File: src/rtl/fwd_pkg.sv
// Shared types and constants for the EX-stage forwarding and load-use hazard logic.
package fwd_pkg;

  localparam int REG_AW = 5;

  localparam logic [1:0] FWD_RF  = 2'b00;
  localparam logic [1:0] FWD_WB  = 2'b01;
  localparam logic [1:0] FWD_MEM = 2'b10;

  typedef struct packed {
    logic [REG_AW-1:0] rd;
    logic              reg_write;
    logic              mem_read;
  } fwd_slot_t;

  // True when the slot holds an instruction that will write a forwardable value to src.
  function automatic logic slot_writes(input fwd_slot_t s, input logic [REG_AW-1:0] src);
    return s.reg_write && (s.rd != '0) && (s.rd == src);
  endfunction

endpackage

File: src/rtl/fwd_sel_cmp.sv
// Operand forwarding select for one EX-stage source; the newer producer (EX/MEM) wins.
module fwd_sel_cmp
  import fwd_pkg::*;
(
  input  logic [REG_AW-1:0] src,
  input  logic              uses,
  input  fwd_slot_t         ex_slot,
  input  fwd_slot_t         mem_slot,
  output logic [1:0]        sel
);

  // Load status only matters to the hazard detector, not to select generation.
  logic unused_mem_read;
  assign unused_mem_read = ex_slot.mem_read ^ mem_slot.mem_read;

  always_comb begin
    sel = FWD_RF;
    if (uses) begin
      if (slot_writes(ex_slot, src)) begin
        sel = FWD_MEM;
      end else if (slot_writes(mem_slot, src)) begin
        sel = FWD_WB;
      end
    end
  end

endmodule

File: src/rtl/fwd_hazard_unit.sv
// Tracks producers in EX/MEM, registers operand-forwarding selects for EX and
// stalls one cycle on a load-use dependency.
module fwd_hazard_unit #(
  parameter int REG_AW = 5,
  parameter int CNT_W  = 16
) (
  input  logic              clk,
  input  logic              rst_n,
  input  logic              pipe_en,
  input  logic              flush,
  input  logic [REG_AW-1:0] id_rs,
  input  logic [REG_AW-1:0] id_rt,
  input  logic              id_uses_rt,
  input  logic [REG_AW-1:0] id_rd,
  input  logic              id_reg_write,
  input  logic              id_mem_read,
  output logic [1:0]        fwd_a_sel,
  output logic [1:0]        fwd_b_sel,
  output logic              stall,
  output logic [CNT_W-1:0]  bubble_cnt
);

  import fwd_pkg::fwd_slot_t;
  import fwd_pkg::FWD_RF;

  // WB-stage producers are covered by the register file's write-first behaviour,
  // so only the EX and MEM slots are kept.
  fwd_slot_t        ex_slot_reg;
  fwd_slot_t        mem_slot_reg;
  fwd_slot_t        id_slot;
  logic [1:0]       fwd_a_sel_reg;
  logic [1:0]       fwd_b_sel_reg;
  logic [1:0]       sel_a_next;
  logic [1:0]       sel_b_next;
  logic [CNT_W-1:0] bubble_cnt_reg;
  logic             hazard;
  logic             bubble;

  assign id_slot = fwd_slot_t'{rd: id_rd, reg_write: id_reg_write, mem_read: id_mem_read};

  assign hazard = ex_slot_reg.mem_read && (ex_slot_reg.rd != '0) &&
                  ((ex_slot_reg.rd == id_rs) || (id_uses_rt && (ex_slot_reg.rd == id_rt)));

  assign stall  = hazard && !flush && pipe_en;
  assign bubble = stall || flush;

  fwd_sel_cmp u_sel_a (
    .src      (id_rs),
    .uses     (1'b1),
    .ex_slot  (ex_slot_reg),
    .mem_slot (mem_slot_reg),
    .sel      (sel_a_next)
  );

  fwd_sel_cmp u_sel_b (
    .src      (id_rt),
    .uses     (id_uses_rt),
    .ex_slot  (ex_slot_reg),
    .mem_slot (mem_slot_reg),
    .sel      (sel_b_next)
  );

  always_ff @(posedge clk) begin
    if (!rst_n) begin
      ex_slot_reg    <= '0;
      mem_slot_reg   <= '0;
      fwd_a_sel_reg  <= FWD_RF;
      fwd_b_sel_reg  <= FWD_RF;
      bubble_cnt_reg <= '0;
    end else if (pipe_en) begin
      mem_slot_reg <= ex_slot_reg;
      if (bubble) begin
        ex_slot_reg   <= '0;
        fwd_a_sel_reg <= FWD_RF;
        fwd_b_sel_reg <= FWD_RF;
      end else begin
        ex_slot_reg   <= id_slot;
        fwd_a_sel_reg <= sel_a_next;
        fwd_b_sel_reg <= sel_b_next;
      end
      if (stall && (bubble_cnt_reg != {CNT_W{1'b1}})) begin
        bubble_cnt_reg <= bubble_cnt_reg + 1'b1;
      end
    end
  end

  assign fwd_a_sel  = fwd_a_sel_reg;
  assign fwd_b_sel  = fwd_b_sel_reg;
  assign bubble_cnt = bubble_cnt_reg;

endmodule

File: config.mk
export PLATFORM = sky130hd
export DESIGN_NAME = fwd_hazard_unit
export DESIGN_NICKNAME = d
export VERILOG_FILES = /design/src/rtl/fwd_pkg.sv /design/src/rtl/fwd_sel_cmp.sv /design/src/rtl/fwd_hazard_unit.sv
export SDC_FILE = /design/constraint.sdc
export NUM_CORES = 1
export LEC_CHECK = 0
export CAP_MARGIN = 20
export CORE_MARGIN = 3
export CORE_UTILIZATION = 45
export DETAILED_ROUTE_END_ITERATION = 12
export PLACE_DENSITY = 0.74
export SYNTH_ARGS = -nofsm -noshare
export SYNTH_HDL_FRONTEND = slang
export SYNTH_SLANG_ARGS = --single-unit
File: constraint.sdc
create_clock -name clk -period 2.3 [get_ports clk]
set_input_delay 0.23 -clock clk [delete_from_list [all_inputs] [get_ports clk]]
set_output_delay 0.23 -clock clk [all_outputs]
set_load 0.01 [all_outputs]
==> results of run 1 <==
what timing repair did:
item                       4_1_cts  5_1_grt
resized for setup                1        4
setup buffers                    1        0
pin swaps                        1        1
setup endpoints to repair        1        1
per-stage QoR:
stage	power, mW	instance area (um2)	setup WS (ns)
floorplan	0.670	1790	0.489
global placement	0.730	2240	0.0898
detailed placement	0.731	2240	0.0327
CTS	1.17	2340	0.0488
global route	1.21	2340	0.165
finish	1.16	2340	0.259
layout make-up:
type	count	share of cell area (%)
Sequential cell	33	28.4
Timing Repair Buffer	48	20.0
Clock buffer	7	3.68
Tap cell	48	2.56
Inverter	4	0.640
Multi-Input combinational cell	149	44.8
worst max-delay path by stage:
stage | from | to | slack [ns] | depth (start not counted)
6_report | ex_slot_reg[3]$_SDFFE_PN0P_ | fwd_b_sel[1]$_SDFFE_PN0P_ | 0.26 | 5
5_1_grt | ex_slot_reg[3]$_SDFFE_PN0P_ | fwd_b_sel[1]$_SDFFE_PN0P_ | 0.16 | 5
4_1_cts | ex_slot_reg[4]$_SDFFE_PN0P_ | stall | 0.05 | 5
3_5_place_dp | id_rs[3] | bubble_cnt[10]$_SDFFE_PN0P_ | 0.03 | 7
3_3_place_gp | id_rs[2] | bubble_cnt[3]$_SDFFE_PN0P_ | 0.09 | 7
2_1_floorplan | bubble_cnt[0]$_SDFFE_PN0P_ | bubble_cnt[4]$_SDFFE_PN0P_ | 0.49 | 6
worst max-delay path, stage by stage (launching register included):
cell	delay, ns
dfxtp_2	0.36
or4_4	0.57
o2111ai_4	0.22
buf_4	0.18
o2111a_1	0.43
a32o_1	0.22
report_power, final:
group / total (mW) / leakage, nW / switching, mW / internal [mW]
registers: 0.591 / 0.268 / 0.0117 / 0.579
clock network: 0.439 / 0.0443 / 0.202 / 0.237
logic: 0.128 / 0.510 / 0.0575 / 0.0706
cell usage after synthesis, drive strengths merged, types with 7 or more instances:
| library cell | count |
|---|---|
| a22o | 9 |
| a21oi | 10 |
| dfxtp | 33 |
| nand2 | 13 |
| or4 | 9 |
| nand2b | 9 |
| nor2 | 12 |
| o31ai | 7 |
| xor2 | 7 |
| nand3 | 11 |
| xnor2 | 13 |
| mux2i | 13 |
cell usage in the layout, fill, tap and decap left out, drive strengths merged, types with 3 or more instances in the layout:
master and n:
nand4 6, nor3b 3, o21ai 3, o31ai 7
clkbuf 7, a21oi 10, nor4 3, xor2 7
and4 3, inv 3, nor3 5, a22o 9
buf 6, dfxtp 33, nor2 12, nand2 13
xnor2 13, nand3 11, nand2b 9, clkdlybuf4s50 41
or4 9, mux2i 13
routing by layer:
metal	GRT usage [%]	wire (um)
met1	29.4	2110
met2	26.2	1730
met3	5.02	186
met4	7.30	43
met5	0	0
cells by family after synthesis:
family / count (synthesis) / share of synthesized area, %
buffers and inverters: 13 / 4.20
adder cells (fa/ha/maj): 1 / 0.701
multiplexers: 13 / 7.29
AO/OA/AOI/OAI: 34 / 14.6
AND/OR/NAND/NOR: 81 / 26.4
flip-flops: 33 / 37.0
XOR/XNOR: 20 / 9.81
==> results.json, run 1 <==
{
  "synth_area_leaders": "dfxtp_1, mux2i_1, xnor2_1",
  "syn_avg_cell_area_um2": 9.16,
  "synth-seq-area-share_pct": 37.0,
  "gp_congestion": 0.847,
  "crit_required_ns": 2.52,
  "first_pass_iters": 4,
  "holdPathEnd": "fwd_a_sel[1]$_SDFFE_PN0P_",
  "worstSetupStartpointType": "flop",
  "clkTransAtPathRegs_ns": 0.06,
  "vias_per_cell": 5.37,
  "antenna_left": 0,
  "setup_violations": 0,
  "nets": 264,
  "grt_max_degree": 22,
  "grt_pass1_vias": 1416,
  "path_class": "flop to flop",
  "design.die.area_mm2": 0.00476,
  "finalCriticalPeriod_ns": 2.04,
  "power.density_mw_per_mm2": 494,
  "hold-worst-slack_ns": 0.473,
  "synthFlopType": "dfxtp_1",
  "status": "finished, final reports clean",
  "ctsHoldBuffers": 0,
  "hold_path_depth": 2,
  "fin_cells": 289,
  "hold_path.class": "flop to flop",
  "seq_area_um2": 666,
  "hold_viol": 0,
  "hpwl_um": 3010,
  "fillers": 354,
  "wl_um": 4080,
  "row_count": 22,
  "synth_seq_cells": 33,
  "clockBufferDepth": 2,
  "worst-slew-pin-transition_ns": 0.733,
  "rsz0062_at_grt": "no",
  "clock-root-buffer": "clkbuf_8",
  "synthArstFlopShare_pct": 0,
  "overflow": 0,
  "die_width_um": 69.0,
  "routedWlPerCell_um": 14.1,
  "netlist_area_mm2": 0.00179,
  "rr_startpoint": "ex_slot_reg[3]$_SDFFE_PN0P_",
  "die_h_um": 69.0,
  "yosysWarningCount": 0,
  "vdd_drop_max_mv": 0.344,
  "diodes": 0,
  "floorplan.initialDensity_pct": 47.7,
  "netlist.area_leader.share_pct": 37.0,
  "grtUsageTotal_pct": 19.5,
  "dr_total_vias": 1553,
  "cts.sinks": 33,
  "setup_tns_ns": 0,
  "p_leak_nw": 0.823,
  "route.detailed.drc": 0,
  "synth_cell_types": 40,
  "maxSlewViolCount": 0,
  "coreArea_mm2": 0.00374,
  "r2r_slack_ns": 0.26,
  "cp.arrival_ns": 2.26,
  "drt-initial-drc-count": 68,
  "fin_crit_sh_pct": 88.7,
  "area_growth_pct": 31.3,
  "clkLatencyLatePin_ns": 0.29,
  "slew_headroom_pct": 51.0,
  "pin_count": 43,
  "end_kind": "flop",
  "drive_gt1_share_pct": 9.13,
  "ff2ff_path_depth": 5,
  "cts_tree": "yes",
  "r2r_end": "fwd_b_sel[1]$_SDFFE_PN0P_",
  "synth_edf_count": 0,
  "grt_pass1_wl_um": 6930,
  "dp.cells": 281,
  "fmax_ghz": 0.490,
  "path_max_fanout": 10,
  "h-tree-depth": 2,
  "fin_util_pct": 62.6,
  "antenna_found_initial": 0,
  "cap_violations": 0,
  "largest_reg_flops": 16,
  "synth_largest_area_cell": "dfxtp_1",
  "io_buffers": 42,
  "multiInputGateArea_mm2": 0.00105,
  "cts_made_buffers": 5,
  "synth_nets": 218,
  "skew_ns": 0.00718,
  "hold_path_startpoint": "fwd_a_sel[1]$_SDFFE_PN0P_",
  "synthCells": 195
}
Power figures use the tool's default switching activity.
==> run 2, diff against run 1 <==
--- a/config.mk
+++ b/config.mk
@@ -9,6 +9,7 @@
 export CORE_MARGIN = 3
 export CORE_UTILIZATION = 45
 export DETAILED_ROUTE_END_ITERATION = 12
+export GPL_ROUTABILITY_DRIVEN = 1
 export PLACE_DENSITY = 0.74
 export SYNTH_ARGS = -nofsm -noshare
 export SYNTH_HDL_FRONTEND = slang
==> results of run 2 <==
No change in the layout: final DEF, timing and power equal those of run 1.
==> run 3, diff against run 2 <==
--- a/config.mk
+++ b/config.mk
@@ -7,10 +7,11 @@
 export LEC_CHECK = 0
 export CAP_MARGIN = 20
 export CORE_MARGIN = 3
-export CORE_UTILIZATION = 45
+export CORE_UTILIZATION = 49
 export DETAILED_ROUTE_END_ITERATION = 12
 export GPL_ROUTABILITY_DRIVEN = 1
-export PLACE_DENSITY = 0.74
+export MAX_ROUTING_LAYER = met4
+export PLACE_DENSITY = 0.79
 export SYNTH_ARGS = -nofsm -noshare
 export SYNTH_HDL_FRONTEND = slang
 export SYNTH_SLANG_ARGS = --single-unit
==> results.json, run 3 (synthesis results as in run 1) <==
{
  "fin_util_pct": 68.2,
  "pin_count": 43,
  "vias_per_cell": 5.64,
  "pre_cts_ws_ns": 0.00245,
  "row_count": 21,
  "worstSetupStartpointType": "flop",
  "status": "finished, final reports clean",
  "rsz0062_at_grt": "no",
  "routedWlPerCell_um": 14.2,
  "clkTransAtPathRegs_ns": 0.09,
  "fillers": 285,
  "dr_total_vias": 1631,
  "power.density_mw_per_mm2": 450,
  "maxSlewViolCount": 0,
  "drt-initial-drc-count": 109,
  "clockBufferDepth": 2,
  "diodes": 0,
  "most-common-layout-cells": "clkdlybuf4s50_1, dfxtp_1, xnor2_1, nand2_1, mux2i_1",
  "route.detailed.drc": 0,
  "hold_path.class": "flop to flop",
  "hold_path_depth": 2,
  "finalPower_mw": 1.05,
  "path_class": "flop to flop",
  "grt_pass1_vias": 1503,
  "crit_chain": "or4_4 > o2111ai_4 > buf_4 > o2111a_1 > a32o_1",
  "cts.sinks": 33,
  "coreArea_mm2": 0.00342,
  "p_leak_nw": 0.819,
  "cts_tree": "yes",
  "design.die.area_mm2": 0.00440,
  "floorplan.initialDensity_pct": 52.3,
  "fin_crit_sh_pct": 88.3,
  "antenna_left": 0,
  "clock-root-buffer": "clkbuf_4",
  "drive_gt1_share_pct": 10.3,
  "area_growth_pct": 30.5,
  "vdd_drop_max_mv": 0.291,
  "cts_made_buffers": 5,
  "h-tree-depth": 2,
  "wl_um": 4120,
  "path_max_fanout": 10,
  "hold-worst-slack_ns": 0.471,
  "final_common_cell": "clkdlybuf4s50_1",
  "clkLatencyLatePin_ns": 0.34,
  "gp_congestion": 0.877,
  "die_h_um": 66.4,
  "timing.final.ws_setup_ns": 0.268,
  "die_width_um": 66.4,
  "critical_path_buf_inv_count": 1,
  "setup_violations": 0,
  "cap_violations": 0,
  "hpwl_um": 3010,
  "worst-slew-pin-transition_ns": 0.651,
  "grtUsageTotal_pct": 21.3,
  "hold_viol": 0,
  "io_buffers": 42,
  "end_kind": "flop",
  "crit_path_top_delay_cell": "or4_4",
  "slowest_delay_ns": 0.56,
  "setup_tns_ns": 0,
  "antenna_found_initial": 0,
  "ctsHoldBuffers": 0,
  "ff2ff_path_depth": 5,
  "cp.arrival_ns": 2.31,
  "crit_required_ns": 2.58,
  "first_pass_iters": 4,
  "fmax_ghz": 0.492,
  "finalCriticalPeriod_ns": 2.03,
  "path_depth": 5,
  "skew_ns": 0.00841,
  "crit_family": "compound AO/OA/AOI/OAI gates",
  "largest_reg_flops": 16,
  "grt_max_degree": 19,
  "grt_pass1_wl_um": 6980,
  "slew_headroom_pct": 56.4,
  "overflow": 0,
  "nets": 266
}
## run 3: layer usage
metal  GRT usage (%)  vias to the layer above  wire length [um]
met5               -                        -                 0
met4            8.38                        0                60
met3            4.08                        6               207
met2            29.2                       42              1820
met1            30.5                      761              2030
li1                -                      822                 -
## run 3: final timing paths
check	startpoint	endpoint	slack, ns
max reg2reg	ex_slot_reg[3]$_SDFFE_PN0P_	fwd_b_sel[1]$_SDFFE_PN0P_	0.27
min reg2reg	fwd_a_sel[1]$_SDFFE_PN0P_	fwd_a_sel[1]$_SDFFE_PN0P_	0.47
max	ex_slot_reg[3]$_SDFFE_PN0P_	fwd_b_sel[1]$_SDFFE_PN0P_	0.27
min	fwd_a_sel[1]$_SDFFE_PN0P_	fwd_a_sel[1]$_SDFFE_PN0P_	0.47
## run 3: worst min-delay path, cell delays in order, from the launching register on
cell and delay [ns]:
dfxtp_1 0.32, nand2b_1 0.06, a21oi_1 0.05
## run 3: through the flow
step,instances,instance area (um2)
global placement,280,2250
floorplan,195,1790
finish,289,2330
CTS,288,2320
global route,289,2330
detailed placement,280,2250
## run 3: area by class of cell
class,count,area [um2],area share [%]
multi-input combinational,149,1050,45.1
sequential,33,669,28.7
timing repair buffer,50,483,20.7
tap,46,57.6,2.47
clock buffer,7,55.1,2.36
inverter,4,15.0,0.644
## run 3: power breakdown
group	leakage, nW	internal, mW	switching (mW)
Combinational	0.518	0.0724	0.0581
Clock	0.0314	0.144	0.185
Sequential	0.269	0.578	0.0120
## run 3: what timing repair did
item | CTS | global route
pin swaps | 1 | 1
setup endpoints to repair | 1 | 1
buffers inserted | 1 | 1
gates resized for setup | 4 | 3
==> patch: new RTL, settings of run 1 <==
Make the reset (`rst_n`) asynchronous in one clocked block.
--- a/src/rtl/fwd_hazard_unit.sv
+++ b/src/rtl/fwd_hazard_unit.sv
@@ -61,5 +61,5 @@
   );
 
-  always_ff @(posedge clk) begin
+  always_ff @(posedge clk or negedge rst_n) begin
     if (!rst_n) begin
       ex_slot_reg    <= '0;
Formal check against the unedited RTL: differs if rst_n is asserted again (counterexample within 4 cycles, from zero or initial values and one cycle with rst_n low); with rst_n held inactive, the same outputs for 10 cycles.
==> patch against run 1 <==
Worst setup slack worse by 20 ps; sequential cell count did not move; first-iteration DRC count is 46% higher; clock power is 11% higher; total power grew 15%; wire length grew 2.7%; critical path depth is the same; final cell count shrank 0.69%; design area increased by 8.9%; area after synthesis increased by 8.1%; worst hold slack worse by 130 ps; via count shrank 1.6%; largest power group unchanged.
==> patch: results (changes against run 1) <==
[run_status]
outcome=finished, final reports clean

[sta]
worst-slew-pin-transition_ps=429  ; -304 ps

[finish]
final_area_mm2=0.00255  ; +8.9%
final_nets=259  ; -1.9%
fillerInstances=356  ; +0.56%

[logic_synthesis]
synth_compound_area_frac=0.142  ; -0.00374
ys_seq_area_frac=0.428  ; +0.0580
synth_common_cells=dfrtp_1 (33), xnor2_1 (20), inv_1 (15), xor2_1 (15), nand2_1 (12)
synthAdderAreaFrac=0.00649  ; -0.000523
synth_nets=203  ; -6.9%
synth_mux_area_frac=0.0428  ; -0.0301

[place]
place_inst=279  ; -0.71%

[pwr]
irDropWorstVdd_uv=326  ; -5.4%
power.leakage_nw=1.15  ; +39%
switchingPower_mw=0.347  ; +28%

[setup_path]
arrival_ps=1830  ; -430 ps
rr_startpoint=ex_slot_reg[5]
ff2ff_path_depth=6  ; +1

[global_routing]
grt_max_degree=34  ; +55%
grt_util_met1=0.263  ; -0.0304
grt_pass1_wl_um=7110  ; +2.6%

[routing]
routed_wl_um=4190  ; +2.7%
met1_length_um=2050  ; -2.9%
wl_per_cell_um=14.6  ; +3.5%
first_iter_violations=99  ; +46%
route.met2.wl_um=1820  ; +4.8%

==> patch: cell types whose count changed after synthesis, moves of 9 or more <==
cell	run 1	this run
dfxtp_1	33	0
o22ai_1	1	10
a21oi_1	10	1
dfrtp_1	0	33
nand2b_1	9	0
o211ai_2	0	9
inv_1	3	15
mux2i_1	13	0
a22o_1	9	0
==> patch: how the worst min path moves through the flow <==
stage	start	to	slack [ps]	depth (start not counted)
CTS	rst_n	bubble_cnt[10]	350	2
finish	rst_n	bubble_cnt[9]	340	2
global route	rst_n	bubble_cnt[8]	380	2
floorplan	rst_n	bubble_cnt[0]	-70	0
detailed placement	bubble_cnt[14]	bubble_cnt[14]	490	1
global placement	bubble_cnt[14]	bubble_cnt[14]	480	1
==> patch: power groups by stage <==
| stage | sequential [mW] | combinational (mW) | clock [mW] |
|---|---|---|---|
| final | 0.645 | 0.198 | 0.487 |
| after global routing | 0.648 | 0.221 | 0.523 |
| after CTS | 0.644 | 0.200 | 0.500 |
| after detailed placement | 0.655 | 0.198 | 0 |
| after global placement | 0.655 | 0.196 | 0 |
| after floorplan | 0.647 | 0.111 | 0 |
==> patch: worst max-delay path, delay by kind of cell (launching register included) <==
family                 cells  cell delay [ps]
AO/OA/AOI/OAI              1              200
XOR/XNOR                   1              200
buffers and inverters      1              300
flip-flops                 1              460
AND/OR/NAND/NOR            2              380
==> patch: area by class of cell <==
class	count	share of cell area
Multi-Input combinational cell	125	0.385
Sequential cell	33	0.324
Timing Repair Buffer	56	0.205
Clock buffer	7	0.0377
Tap cell	50	0.0245
Inverter	15	0.0221
Clock inverter	1	0.00196
==> patch: repair_timing <==
action / in CTS / in global routing
hold buffers: 0 / 0
setup buffers: 0 / 0
resized for setup: 1 / 0
setup endpoints to repair: 1 / 0
